## src/rtl/onehot_pkg.sv

```systemverilog
// Shared types and helpers for the one-hot/multi-hot to index encoder.
package onehot_pkg;

  typedef enum logic {
    IDLE = 1'b0,
    EMIT = 1'b1
  } state_t;

  localparam int DEF_WIDTH = 8;

  function automatic int idx_w(input int width);
    return (width > 1) ? $clog2(width) : 1;
  endfunction

endpackage

```

## src/rtl/onehot_encoder_prio_enc.sv

```systemverilog
// Combinational priority encoder: selects the lowest (or highest) set bit,
// returns its index and the vector with that bit cleared.
module prio_enc
  import onehot_pkg::*;
#(
  parameter int WIDTH = DEF_WIDTH,
  parameter int IDX_W = idx_w(WIDTH)
) (
  input  logic [WIDTH-1:0] vec,
  input  logic             msb_first,
  output logic [IDX_W-1:0] idx,
  output logic             found,
  output logic [WIDTH-1:0] vec_clr,
  output logic             single
);

  always_comb begin
    idx     = '0;
    found   = 1'b0;
    vec_clr = vec;
    single  = 1'b0;
    // LSB-first keeps the first hit; MSB-first lets later hits overwrite.
    for (int i = 0; i < WIDTH; i++) begin
      if (vec[i] && (msb_first || !found)) begin
        idx   = IDX_W'(i);
        found = 1'b1;
      end
    end
    if (found) begin
      vec_clr = vec & ~(WIDTH'(1) << idx);
    end
    single = found && ((vec & (vec - WIDTH'(1))) == '0);
  end

endmodule

```

## src/rtl/onehot_encoder.sv

```systemverilog
// Serialises a captured vector into one index per beat (1 cycle to first beat),
// stalls on out_ready, in_ready low while emitting; ONEHOT_ENC_MSB_FIRST_EN flips order.
module onehot_encoder
  import onehot_pkg::*;
#(
  parameter int WIDTH = DEF_WIDTH,
  parameter int IDX_W = idx_w(WIDTH)
) (
  input  logic             clk,
  input  logic             rst,
  input  logic             in_valid,
  output logic             in_ready,
  input  logic [WIDTH-1:0] in_vec,
  output logic             out_valid,
  input  logic             out_ready,
  output logic [IDX_W-1:0] out_idx,
  output logic             out_last,
  output logic             out_zero,
  output logic             out_onehot
);

`ifdef ONEHOT_ENC_MSB_FIRST_EN
  localparam logic MSB_FIRST = 1'b1;
`else
  localparam logic MSB_FIRST = 1'b0;
`endif

  state_t           state_q, state_d;
  logic [WIDTH-1:0] pend_q, pend_d;
  logic             zero_q, zero_d;
  logic             onehot_q, onehot_d;
  logic             in_ready_q, in_ready_d;

  logic [IDX_W-1:0] pe_idx;
  logic             pe_found;
  logic [WIDTH-1:0] pe_vec_clr;
  logic             pe_single;
  logic             pe_last;
  logic             in_single;

  prio_enc #(
    .WIDTH (WIDTH),
    .IDX_W (IDX_W)
  ) u_prio_enc (
    .vec       (pend_q),
    .msb_first (MSB_FIRST),
    .idx       (pe_idx),
    .found     (pe_found),
    .vec_clr   (pe_vec_clr),
    .single    (pe_single)
  );

  assign pe_last   = pe_single || !pe_found;
  assign in_single = (in_vec != '0) && ((in_vec & (in_vec - WIDTH'(1))) == '0);

  always_comb begin
    state_d  = state_q;
    pend_d   = pend_q;
    zero_d   = zero_q;
    onehot_d = onehot_q;
    case (state_q)
      IDLE: begin
        if (in_valid && in_ready_q) begin
          pend_d   = in_vec;
          zero_d   = (in_vec == '0);
          onehot_d = in_single;
          state_d  = EMIT;
        end
      end
      EMIT: begin
        if (out_ready) begin
          if (pe_last) begin
            pend_d  = '0;
            state_d = IDLE;
          end else begin
            pend_d = pe_vec_clr;
          end
        end
      end
      default: state_d = IDLE;
    endcase
    // Registered so in_ready stays low through reset and has no input path.
    in_ready_d = (state_d == IDLE);
  end

  always_ff @(posedge clk or posedge rst) begin
    if (rst) begin
      state_q    <= IDLE;
      pend_q     <= '0;
      zero_q     <= 1'b0;
      onehot_q   <= 1'b0;
      in_ready_q <= 1'b0;
    end else begin
      state_q    <= state_d;
      pend_q     <= pend_d;
      zero_q     <= zero_d;
      onehot_q   <= onehot_d;
      in_ready_q <= in_ready_d;
    end
  end

  assign in_ready   = in_ready_q;
  assign out_valid  = (state_q == EMIT);
  assign out_idx    = pe_idx;
  assign out_last   = out_valid && pe_last;
  assign out_zero   = out_valid && zero_q;
  assign out_onehot = out_valid && onehot_q;

endmodule

```

## config.mk

```make
export PLATFORM = sky130hd
export DESIGN_NAME = onehot_encoder
export DESIGN_NICKNAME = d
export VERILOG_FILES = /design/src/rtl/onehot_pkg.sv /design/src/rtl/onehot_encoder_prio_enc.sv /design/src/rtl/onehot_encoder.sv
export SDC_FILE = /design/constraint.sdc
export NUM_CORES = 1
export LEC_CHECK = 0
export ABC_AREA = 0
export BUFFER_PORTS_ARGS = -buffer_cell sky130_fd_sc_hd__buf_4
export CAP_MARGIN = 20
export CORE_MARGIN = 1
export CORE_UTILIZATION = 45
export CTS_BUF_LIST = sky130_fd_sc_hd__clkbuf_4 sky130_fd_sc_hd__clkbuf_8
export DETAILED_ROUTE_END_ITERATION = 8
export MAX_ROUTING_LAYER = met4
export PLACE_DENSITY = 0.67
export RECOVER_POWER = 50
export SYNTH_ARGS = -nofsm -noshare
export SYNTH_HDL_FRONTEND = slang
export SYNTH_HIERARCHICAL = 1
export SYNTH_SLANG_ARGS = --single-unit
export TNS_END_PERCENT = 10
```

## constraint.sdc

```tcl
create_clock -name clk -period 2.3 [get_ports clk]
set_input_delay 0.46 -clock clk [delete_from_list [all_inputs] [get_ports clk]]
set_output_delay 0.46 -clock clk [all_outputs]
set_load 0.005 [all_outputs]
```

# After elaboration in Yosys (flattened, before gate mapping)
# Cells that the tools add are included.
# word_totals
regBits	12
input_bits	12
out_inout_bits	8
wordCells	69
# classes
add_sub_neg	2
n_eq_ne	3
shifts	1
n_mux	24
n_bitwise	6
reduce_logical	28
# op_table
operator	n
8-bit 2-to-1 mux	4
8-bit bitwise AND	3
8-bit zero test	3
8-bit case mux with 2 select lines	1
8-bit by 1-bit subtractor with 8-bit output (second input constant)	2
1-bit logical AND	13
1-bit 2-to-1 mux	12
3-bit 2-to-1 mux	4
1-bit zero test	8
8-bit inverter	1
8-bit nonzero test	1
1-bit by 3-bit << shifter with 8-bit output (first input constant)	1
2-bit 2-to-1 mux	2
2-bit != test (second input constant)	2
3-bit by 1-bit != test with 1-bit output (second input constant)	1
3-bit AND reduction	1
1-bit inverter	2
1-bit case mux with 2 select lines	1
2-bit AND reduction	1
1-bit logical OR	1

# Depth between registers and ports, before layout
# Gate-level depths: netlist (run 1).
# logic_depth
ltp_word	29
depth_mapped	10
mapped_depth_nobuf	9

# Cells and area by module
# Netlist (run 1), hierarchy kept.
# modules_own_cells
module	instances	cells_per_inst	area_each_um2	seq_area_each_um2
onehot_encoder	1	68	619.3	300.3
prio_enc	1	67	395.4	0.0

# Least setup slack after synthesis (run 1)
# Ideal clock, no wire load.
# synth_path
path_type	reg2out
from	register pend_q[0]
to	output port out_last
t_arrival_ns	1.646
required_ns	1.840
slack_ns	0.194
stages_incl_launch_ff	7
path_buffers	1
path_cell_list	dfrtp_1 buf_6 or4_1 o32ai_1 and3_1 nand2b_1 and2_1
# synth_between
elab_chain_cells	25
word_cells_on_any_way	29
cone_classes	add/sub: 1; mux: 8; bitwise: 1; reduce/logical: 19
# synth_lines
item	line	source
start, declared	onehot_encoder.sv:29	logic [WIDTH-1:0] pend_q, pend_d;
start signal, assigned	onehot_encoder.sv:95	pend_q <= pend_d;
1-bit 2-to-1 mux	onehot_encoder_prio_enc.sv:24	if (vec[i] && (msb_first || !found)) begin
1-bit zero test	onehot_encoder_prio_enc.sv:24	
1-bit logical AND	onehot_encoder_prio_enc.sv:24	
1-bit 2-to-1 mux	onehot_encoder_prio_enc.sv:24	
1-bit zero test	onehot_encoder_prio_enc.sv:24	
1-bit logical AND	onehot_encoder_prio_enc.sv:24	
1-bit 2-to-1 mux	onehot_encoder_prio_enc.sv:24	
1-bit zero test	onehot_encoder_prio_enc.sv:24	
[10 not listed]	--	
1-bit 2-to-1 mux	onehot_encoder_prio_enc.sv:24	
1-bit zero test	onehot_encoder_prio_enc.sv:24	
1-bit logical AND	onehot_encoder_prio_enc.sv:24	
1-bit 2-to-1 mux	onehot_encoder_prio_enc.sv:24	
1-bit logical AND (*)	onehot_encoder_prio_enc.sv:32	single = found && ((vec & (vec - WIDTH'(1))) == '0);
via pe_single	onehot_encoder.sv:37	logic pe_single;
1-bit logical OR (*)	onehot_encoder.sv:53	assign pe_last = pe_single || !pe_found;
1-bit logical AND (*)	onehot_encoder.sv:105	assign out_last = out_valid && pe_last;
end, declared	onehot_encoder.sv:17	output logic out_last,
# Mark *: on every way through the listed nets, which the timed path passes. The rest lies on a longest branch.

# Worst setup path after layout (run 1)
# Ends and elaborated chain as after synthesis.

==> metrics.txt, run 1 <==
# TYPE chip_impl_metric gauge
chip_impl_info{name="status",value="finished with violations"} 1
chip_impl_info{name="failed_checks",value="setup timing"} 1
chip_impl_metric{name="worst_ep_arrival_time",unit="ns"} 1.98
chip_impl_metric{name="initial_antenna_violation_count",unit=""} 0
chip_impl_metric{name="drtAntennaViolNets",unit=""} 0
chip_impl_metric{name="yosys_register_bits",unit=""} 12
chip_impl_metric{name="detailedRoute.firstPassIterationCount",unit=""} 4
chip_impl_metric{name="grt_max_degree",unit=""} 19
chip_impl_metric{name="cap_violations",unit=""} 0
chip_impl_metric{name="postSynthAreaPerCell",unit="µm²"} 7.52
chip_impl_metric{name="maxSlewHeadroom",unit="%"} 66.6
chip_impl_metric{name="starting_drc_count_in_detailed_routing",unit=""} 52
chip_impl_metric{name="layout.cell_area.non_filler",unit="µm²"} 1270
chip_impl_metric{name="start_util",unit="%"} 49.7
chip_impl_metric{name="cts_buffer_depth",unit=""} 2
chip_impl_metric{name="drt-wirelength-per-cell",unit="µm"} 14.3
chip_impl_info{name="worst_r2r_startpoint",value="pend_q[2]"} 1
chip_impl_metric{name="netlist_instances",unit=""} 135
chip_impl_metric{name="placed_cells",unit=""} 180
chip_impl_info{name="worst_setup_path_start_kind",value="register"} 1
chip_impl_metric{name="critical_path_required",unit="ns"} 1.84
chip_impl_metric{name="p_leak",unit="nW"} 0.559
chip_impl_metric{name="yosysWarningCount",unit=""} 6
chip_impl_metric{name="num-fill-cells",unit=""} 193
chip_impl_metric{name="dpl_cell_area",unit="µm²"} 1190
chip_impl_metric{name="layout-area-overhead-vs-synth",unit="%"} 24.9
chip_impl_metric{name="placement_rows",unit=""} 16
chip_impl_metric{name="syn_nets",unit=""} 147
chip_impl_metric{name="ios",unit=""} 20
chip_impl_metric{name="hpwl",unit="µm"} 2010
chip_impl_metric{name="wirelength",unit="µm"} 2650
chip_impl_metric{name="slack_of_the_worst_reg_to_reg_path",unit="ns"} 0.08
chip_impl_metric{name="cts_inserted_buffers",unit=""} 3
chip_impl_metric{name="drc_violation_count_after_routing",unit=""} 0
chip_impl_metric{name="port-buffer-count",unit=""} 19
chip_impl_metric{name="mappedNetlistArea",unit="µm²"} 1010
chip_impl_metric{name="synthDistinctLibCells",unit=""} 40
chip_impl_metric{name="final.setup.tns",unit="ns"} -0.202
chip_impl_info{name="cts_tree",value="built"} 1
chip_impl_metric{name="fin_nets",unit=""} 172
chip_impl_metric{name="grt_pass1_vias",unit=""} 995
chip_impl_metric{name="place.gp.congestion",unit=""} 0.999
chip_impl_metric{name="numClockSinks",unit=""} 12
chip_impl_metric{name="insertion_delay",unit="ns"} 0.28
chip_impl_metric{name="timing.final.crit_share",unit="%"} 106
chip_impl_metric{name="final_critical_path_setup_slack",unit="ns"} -0.142
chip_impl_metric{name="clk_transition_reported_paths",unit="ns"} 0.09
chip_impl_metric{name="finalSetupViolCount",unit=""} 2
chip_impl_info{name="ctsRootBufferMaster",value="clkbuf_4"} 1
chip_impl_info{name="unrepaired_setup_endpoints_after_global_routing",value="true"} 1
chip_impl_metric{name="final_cells",unit=""} 186
chip_impl_metric{name="ir_worst_vdd",unit="mV"} 0.807
chip_impl_metric{name="drive_above_1_share",unit="%"} 25.8
chip_impl_metric{name="die_area",unit="µm²"} 2450
chip_impl_metric{name="grt.total_usage",unit="%"} 24.5
chip_impl_metric{name="final.min_clock_period",unit="ns"} 2.44
chip_impl_metric{name="placeableCoreArea",unit="µm²"} 2040
chip_impl_metric{name="global_route_wire_length_before_repair",unit="µm"} 4420
chip_impl_metric{name="num_vias",unit=""} 1077
chip_impl_metric{name="tightest_slew",unit="ns"} 0.496
chip_impl_metric{name="antennaDiodeCount",unit=""} 0
chip_impl_info{name="critical_path.reg2reg.endpoint",value="pend_q[3]"} 1
chip_impl_metric{name="synth_sequential_area_ratio",unit="%"} 29.6
chip_impl_info{name="worstSetupEndpointType",value="output port"} 1
chip_impl_metric{name="slew_viol_final",unit=""} 0
chip_impl_metric{name="worst_hold_slack",unit="ns"} 0.203
chip_impl_metric{name="grt_overflow_total",unit=""} 0
chip_impl_metric{name="fp.dieW",unit="µm"} 49.5
chip_impl_metric{name="critPathMaxFanout",unit=""} 5
chip_impl_metric{name="powerDensity",unit="nW/µm²"} 1160
chip_impl_metric{name="h-tree-depth",unit=""} 1
chip_impl_metric{name="rr_worst_depth",unit=""} 8
chip_impl_metric{name="die-height",unit="µm"} 49.5
chip_impl_info{name="timing.hold.worst.class",value="primary input to async pin"} 1
chip_impl_metric{name="p_total",unit="mW"} 1.47
chip_impl_metric{name="clock_skew",unit="ns"} 0.00436
chip_impl_info{name="timing.setup.critical_path_class",value="register to output port"} 1
chip_impl_metric{name="post_drt_via_cell_ratio",unit=""} 5.79
chip_impl_metric{name="final-hold-violation-count",unit=""} 0
chip_impl_metric{name="fmaxAchievable",unit="MHz"} 409
[cells in the mapped netlist (all sizes together)]
master | n | share of area, %
dfrtp | 12 | 30
nand3 | 4 | 2.0
o31a | 1 | 0.86
nor3b | 1 | 0.74
conb | 1 | 0.37
o32ai | 1 | 0.86
o211a | 1 | 0.99
nand3b | 1 | 0.74
buf | 5 | 3.7
a21oi | 13 | 6.4
and2 | 4 | 2.5
a41oi | 2 | 1.7
inv | 7 | 2.6
nand2 | 15 | 5.5
a31oi | 1 | 0.62
nor2 | 21 | 7.8
xnor2 | 1 | 0.86
o211ai | 1 | 0.74
nand2b | 3 | 1.8
o31ai | 3 | 2.2
o21a | 1 | 0.74
nor3 | 3 | 1.5
o22ai | 2 | 1.2
or4 | 2 | 1.8
clkbuf | 2 | 0.74
nor2b | 3 | 1.8
and3 | 1 | 0.62
o21ai | 4 | 2.0
maj3 | 1 | 0.99
a311oi | 1 | 0.86
xor2 | 1 | 0.86
a22oi | 9 | 6.7
a21boi | 2 | 1.5
mux2 | 1 | 1.5
nor4 | 4 | 4.6
[routing by layer]
layer	routed length, µm	global-route usage (%)	vias to the layer above	share of wire, %
met4	54	11.9	0	2.0
met3	83	4.01	6	3.1
met5	0	-	-	0
li1	-	-	534	-
met2	1360	40.2	25	51
met1	1150	29.3	512	44
[power breakdown]
| group | internal (mW) | total [mW] | leakage [nW] | switching (mW) |
|---|---|---|---|---|
| clock | 0.0962 | 0.178 | 0.0210 | 0.0817 |
| combinational | 0.397 | 0.827 | 0.398 | 0.430 |
| sequential | 0.302 | 0.469 | 0.139 | 0.167 |
[registers in the layout, summed over array words and instances, names as in the netlist]
name	count
zero_q	1
onehot_q	1
pend_q	8
in_ready	1
out_valid	1
[worst max path at each step]
stage                          from        to  slack, ns  cells after the start
after floorplan           pend_q[0]  out_last       0.19                      6
after global placement    pend_q[0]  out_last       0.08                      6
after detailed placement  pend_q[0]  out_last       0.05                      6
after CTS                 pend_q[0]  out_last      -0.16                      6
after global routing      pend_q[1]  out_last      -0.24                      9
final                     pend_q[0]  out_last      -0.14                      6
[cells in the final DEF, fill, tap and decap left out, types with 3 or more instances in the layout]
cell / count
a21oi_1: 13
a22oi_1: 9
and2_1: 4
buf_4: 25
clkbuf_4: 4
dfrtp_1: 10
inv_1: 6
nand2_1: 15
nand3_1: 4
nor2_1: 21
nor2b_1: 3
nor3_1: 3
o21ai_0: 4
o31ai_1: 3
[final cells by class]
type	instances	area, µm²	area share, %
multi-input cells	109	662	52.2
flip-flops and latches	12	303	23.9
repair buffers	27	206	16.3
clock buffers	4	36.3	2.86
well taps	27	33.8	2.67
inverters	7	26.3	2.07
[metrics by stage]
step / utilization, % / worst slack, ns
global placement: 58.3 / 0.0803
global route: 62.1 / -0.242
detailed placement: 58.3 / 0.0476
CTS: 62.0 / -0.159
floorplan: - / 0.194
finish: 62.1 / -0.142
[worst max-delay path: stages, from the launching register on]
cell and delay (ns):
dfrtp_2 0.45, or4_4 0.54, o32ai_2 0.19, and3_1 0.17, nand2b_4 0.12, and2_1 0.13
buf_4 0.10
[kinds of logic (layout without fill, tap and decap cells)]
group | Yosys count | after routing | synth area share [%]
simple gates | 62 | 62 | 31.4
compound gates | 42 | 42 | 27.4
buf+inv | 14 | 38 | 7.03
flops | 12 | 12 | 29.6
xor+xnor | 2 | 2 | 1.73
fa+ha+maj | 1 | 1 | 0.986
other cells | 1 | 1 | 0.370
mux | 1 | 1 | 1.48
[repair_timing]
action,in CTS,in global routing
buffers inserted,2,0
pin swaps,2,1
resized for setup,5,1
setup endpoints to repair,2,10
hold buffers,0,0
Power figures use the tool's default switching activity.
==> run 2, diff against run 1 <==
==> constraint.sdc (replaced) <==
create_clock -name clk -period 2.8 [get_ports clk]
set_input_delay 0.56 -clock clk [delete_from_list [all_inputs] [get_ports clk]]
set_output_delay 0.56 -clock clk [all_outputs]
set_load 0.005 [all_outputs]
==> run 2 against run 1 <==
Highest routed layer unchanged. Via count is 2.8% lower. Die area stayed put. Total power is 23% lower. Flip-flop and latch count stayed put. Global-route usage is 0.58 points lower. Count of clock-buffer cells in the layout stayed put. Largest cell class unchanged. Clock power is 18% lower. Routed wire length is 1.5% higher. Largest power group unchanged. The run now ends clean. Core utilization is 3.3 points lower. Hold slack better by 0.093 ns. Critical path depth is 1 higher. Combinational power is 30% lower. Critical endpoint unchanged.
==> metrics.txt, run 2 (same netlist as run 1, synthesis figures left out) <==
# TYPE chip_impl_metric gauge
chip_impl_metric{name="largest_register_ffs",unit=""} 8
chip_impl_metric{name="clock_skew",unit="ns"} 0.00162
chip_impl_info{name="critical-path-slowest-cell",value="nor4_4"} 1
chip_impl_info{name="status",value="completed"} 1
chip_impl_metric{name="fp.dieW",unit="µm"} 49.5
chip_impl_metric{name="drc_violation_count_after_routing",unit=""} 0
chip_impl_metric{name="starting_drc_count_in_detailed_routing",unit=""} 54
chip_impl_metric{name="final.min_clock_period",unit="ns"} 2.70
chip_impl_metric{name="powerDensity",unit="nW/µm²"} 951
chip_impl_metric{name="placed_cells",unit=""} 174
chip_impl_metric{name="finalSetupViolCount",unit=""} 0
chip_impl_metric{name="worst_ep_arrival_time",unit="ns"} 2.14
chip_impl_metric{name="start_util",unit="%"} 49.7
chip_impl_metric{name="timing.final.crit_share",unit="%"} 96.3
chip_impl_metric{name="die-height",unit="µm"} 49.5
chip_impl_metric{name="sequential_cell_area",unit="µm²"} 303
chip_impl_metric{name="layout.cell_area.non_filler",unit="µm²"} 1200
chip_impl_metric{name="critPathMaxFanout",unit=""} 8
chip_impl_info{name="ctsRootBufferMaster",value="clkbuf_4"} 1
chip_impl_metric{name="multi_input_area",unit="µm²"} 643
chip_impl_metric{name="fin_nets",unit=""} 166
chip_impl_metric{name="cts_buffer_depth",unit=""} 2
chip_impl_metric{name="insertion_delay",unit="ns"} 0.27
chip_impl_metric{name="final_cells",unit=""} 180
chip_impl_metric{name="post_cts_hold_fix_bufs",unit=""} 0
chip_impl_metric{name="ir_worst_vdd",unit="mV"} 0.514
chip_impl_metric{name="dpl_cell_area",unit="µm²"} 1150
chip_impl_info{name="worstSetupEndpointType",value="output port"} 1
chip_impl_info{name="critical_path.cell_chain",value="nor4_4 -> xnor2_1 -> o211ai_1 -> and3_1 -> nand2b_1 -> and2_1 -> buf_4"} 1
chip_impl_metric{name="post_drt_via_cell_ratio",unit=""} 5.82
chip_impl_metric{name="cts_inserted_buffers",unit=""} 3
chip_impl_metric{name="critical_path.max_stage_delay",unit="ns"} 0.48
chip_impl_metric{name="tightest_slew",unit="ns"} 0.560
chip_impl_metric{name="fmaxAchievable",unit="MHz"} 371
chip_impl_metric{name="numClockSinks",unit=""} 12
chip_impl_info{name="cp_top_family",value="simple AND/OR/NAND/NOR gates"} 1
chip_impl_metric{name="num-fill-cells",unit=""} 211
chip_impl_metric{name="drt-wirelength-per-cell",unit="µm"} 15.0
chip_impl_metric{name="placement_rows",unit=""} 16
chip_impl_metric{name="antennaDiodeCount",unit=""} 0
chip_impl_metric{name="placeableCoreArea",unit="µm²"} 2040
chip_impl_metric{name="clk_transition_reported_paths",unit="ns"} 0.09
chip_impl_metric{name="grt_overflow_total",unit=""} 0
chip_impl_metric{name="p_total",unit="mW"} 1.14
chip_impl_metric{name="final.setup.tns",unit="ns"} 0
chip_impl_metric{name="grt.total_usage",unit="%"} 24.0
chip_impl_metric{name="initial_antenna_violation_count",unit=""} 0
chip_impl_metric{name="maxSlewHeadroom",unit="%"} 62.5
chip_impl_info{name="worst_setup_path_start_kind",value="register"} 1
chip_impl_info{name="layout.cells.most_common",value="nor2_1"} 1
chip_impl_metric{name="drtAntennaViolNets",unit=""} 0
chip_impl_metric{name="final-hold-violation-count",unit=""} 0
chip_impl_metric{name="layout-area-overhead-vs-synth",unit="%"} 18.2
chip_impl_metric{name="h-tree-depth",unit=""} 1
chip_impl_metric{name="cp_num_buf_inv",unit=""} 1
chip_impl_info{name="timing.hold.worst.class",value="primary input to async pin"} 1
chip_impl_metric{name="place.gp.congestion",unit=""} 0.929
chip_impl_metric{name="grt_pass1_vias",unit=""} 882
chip_impl_info{name="cts_tree",value="built"} 1
chip_impl_metric{name="grt_max_degree",unit=""} 19
chip_impl_metric{name="num_vias",unit=""} 1047
chip_impl_metric{name="detailedRoute.firstPassIterationCount",unit=""} 4
chip_impl_metric{name="critical_path_required",unit="ns"} 2.24
chip_impl_metric{name="drive_above_1_share",unit="%"} 20.9
chip_impl_metric{name="hpwl",unit="µm"} 1950
chip_impl_info{name="largest-register",value="pend_q"} 1
chip_impl_metric{name="port-buffer-count",unit=""} 19
chip_impl_metric{name="wirelength",unit="µm"} 2690
chip_impl_metric{name="global_route_wire_length_before_repair",unit="µm"} 4330
chip_impl_metric{name="die_area",unit="µm²"} 2450
chip_impl_metric{name="p_leak",unit="nW"} 0.522
chip_impl_info{name="timing.setup.critical_path_class",value="register to output port"} 1
chip_impl_info{name="final_cell_mix",value="21 x nor2_1, 18 x buf_4, 15 x nand2_1"} 1
chip_impl_metric{name="slew_viol_final",unit=""} 0
chip_impl_metric{name="ios",unit=""} 20
chip_impl_metric{name="cap_violations",unit=""} 0
## run 2: cell types whose count changed in the layout (fill, tap and decap cells not counted)
| cell | delta |
|---|---|
| buf_4 | -7 |
| nand2b_4 | -1 |
| clkbuf_4 | +2 |
| or4_1 | +1 |
| nand2b_1 | +1 |
| or4_4 | -1 |
| o32ai_2 | -1 |
| buf_6 | -1 |
| o32ai_1 | +1 |
## run 2: stage by stage
step | hold slack [ns] | utilization, % | setup slack (ns)
5_1_grt | 0.330 | 58.8 | -0.00325
3_3_place_gp | 0.455 | 56.1 | 0.421
4_1_cts | 0.303 | 57.9 | 0.0624
3_5_place_dp | 0.463 | 56.1 | 0.350
6_report | 0.296 | 58.8 | 0.103
2_1_floorplan | 0.425 | - | 0.594
## run 2: worst paths after layout
kind                                start         to  slack (ns)  cells past startpoint
worst max-delay path            pend_q[3]   out_last        0.10                      7
worst min-delay path                  rst  pend_q[1]        0.30                      2
worst max register to register  pend_q[3]  pend_q[7]        0.35                      8
worst min register to register     zero_q     zero_q        0.48                      2
max in group asynchronous             rst  pend_q[0]        2.15                      2
min in group clk                   zero_q     zero_q        0.48                      2
## run 2: final cells by class
type | instances | share of cell area [%]
clock buffer | 4 | 3.02
tap | 27 | 2.82
timing repair buffer | 21 | 13.1
multi-input combinational | 109 | 53.6
sequential | 12 | 25.2
inverter | 7 | 2.19
## run 2: worst register-to-register path, stage by stage (launching register included)
cell and delay [ns]:
dfrtp_2 0.47, nor4_4 0.48, xnor2_1 0.17, o211ai_1 0.10
and3_1 0.17, nand2b_1 0.17, nor2_1 0.45, a22oi_1 0.16
a21oi_1 0.20
## run 2: power breakdown
part           switching (mW)  internal [mW]  total [mW]  leakage [nW]
registers               0.171          0.248       0.419         0.139
clock network          0.0670         0.0790       0.146        0.0210
logic                   0.308          0.268       0.576         0.362
total                   0.546          0.595        1.14         0.522
## run 2: timing repair
| item | in CTS | in global routing |
|---|---|---|
| resized for setup | 0 | 3 |
| hold endpoints to repair | 0 | 0 |
| setup buffers | 0 | 2 |
| setup endpoints to repair | 0 | 1 |
## run 2: routing by layer
| layer | vias to the layer above | share of wire, % | GRT usage [%] |
|---|---|---|---|
| met3 | 2 | 5.7 | 3.70 |
| met5 | - | 0 | - |
| met2 | 38 | 48 | 36.1 |
| met4 | 0 | 0.56 | 5.71 |
| li1 | 520 | - | - |
| met1 | 487 | 46 | 33.7 |
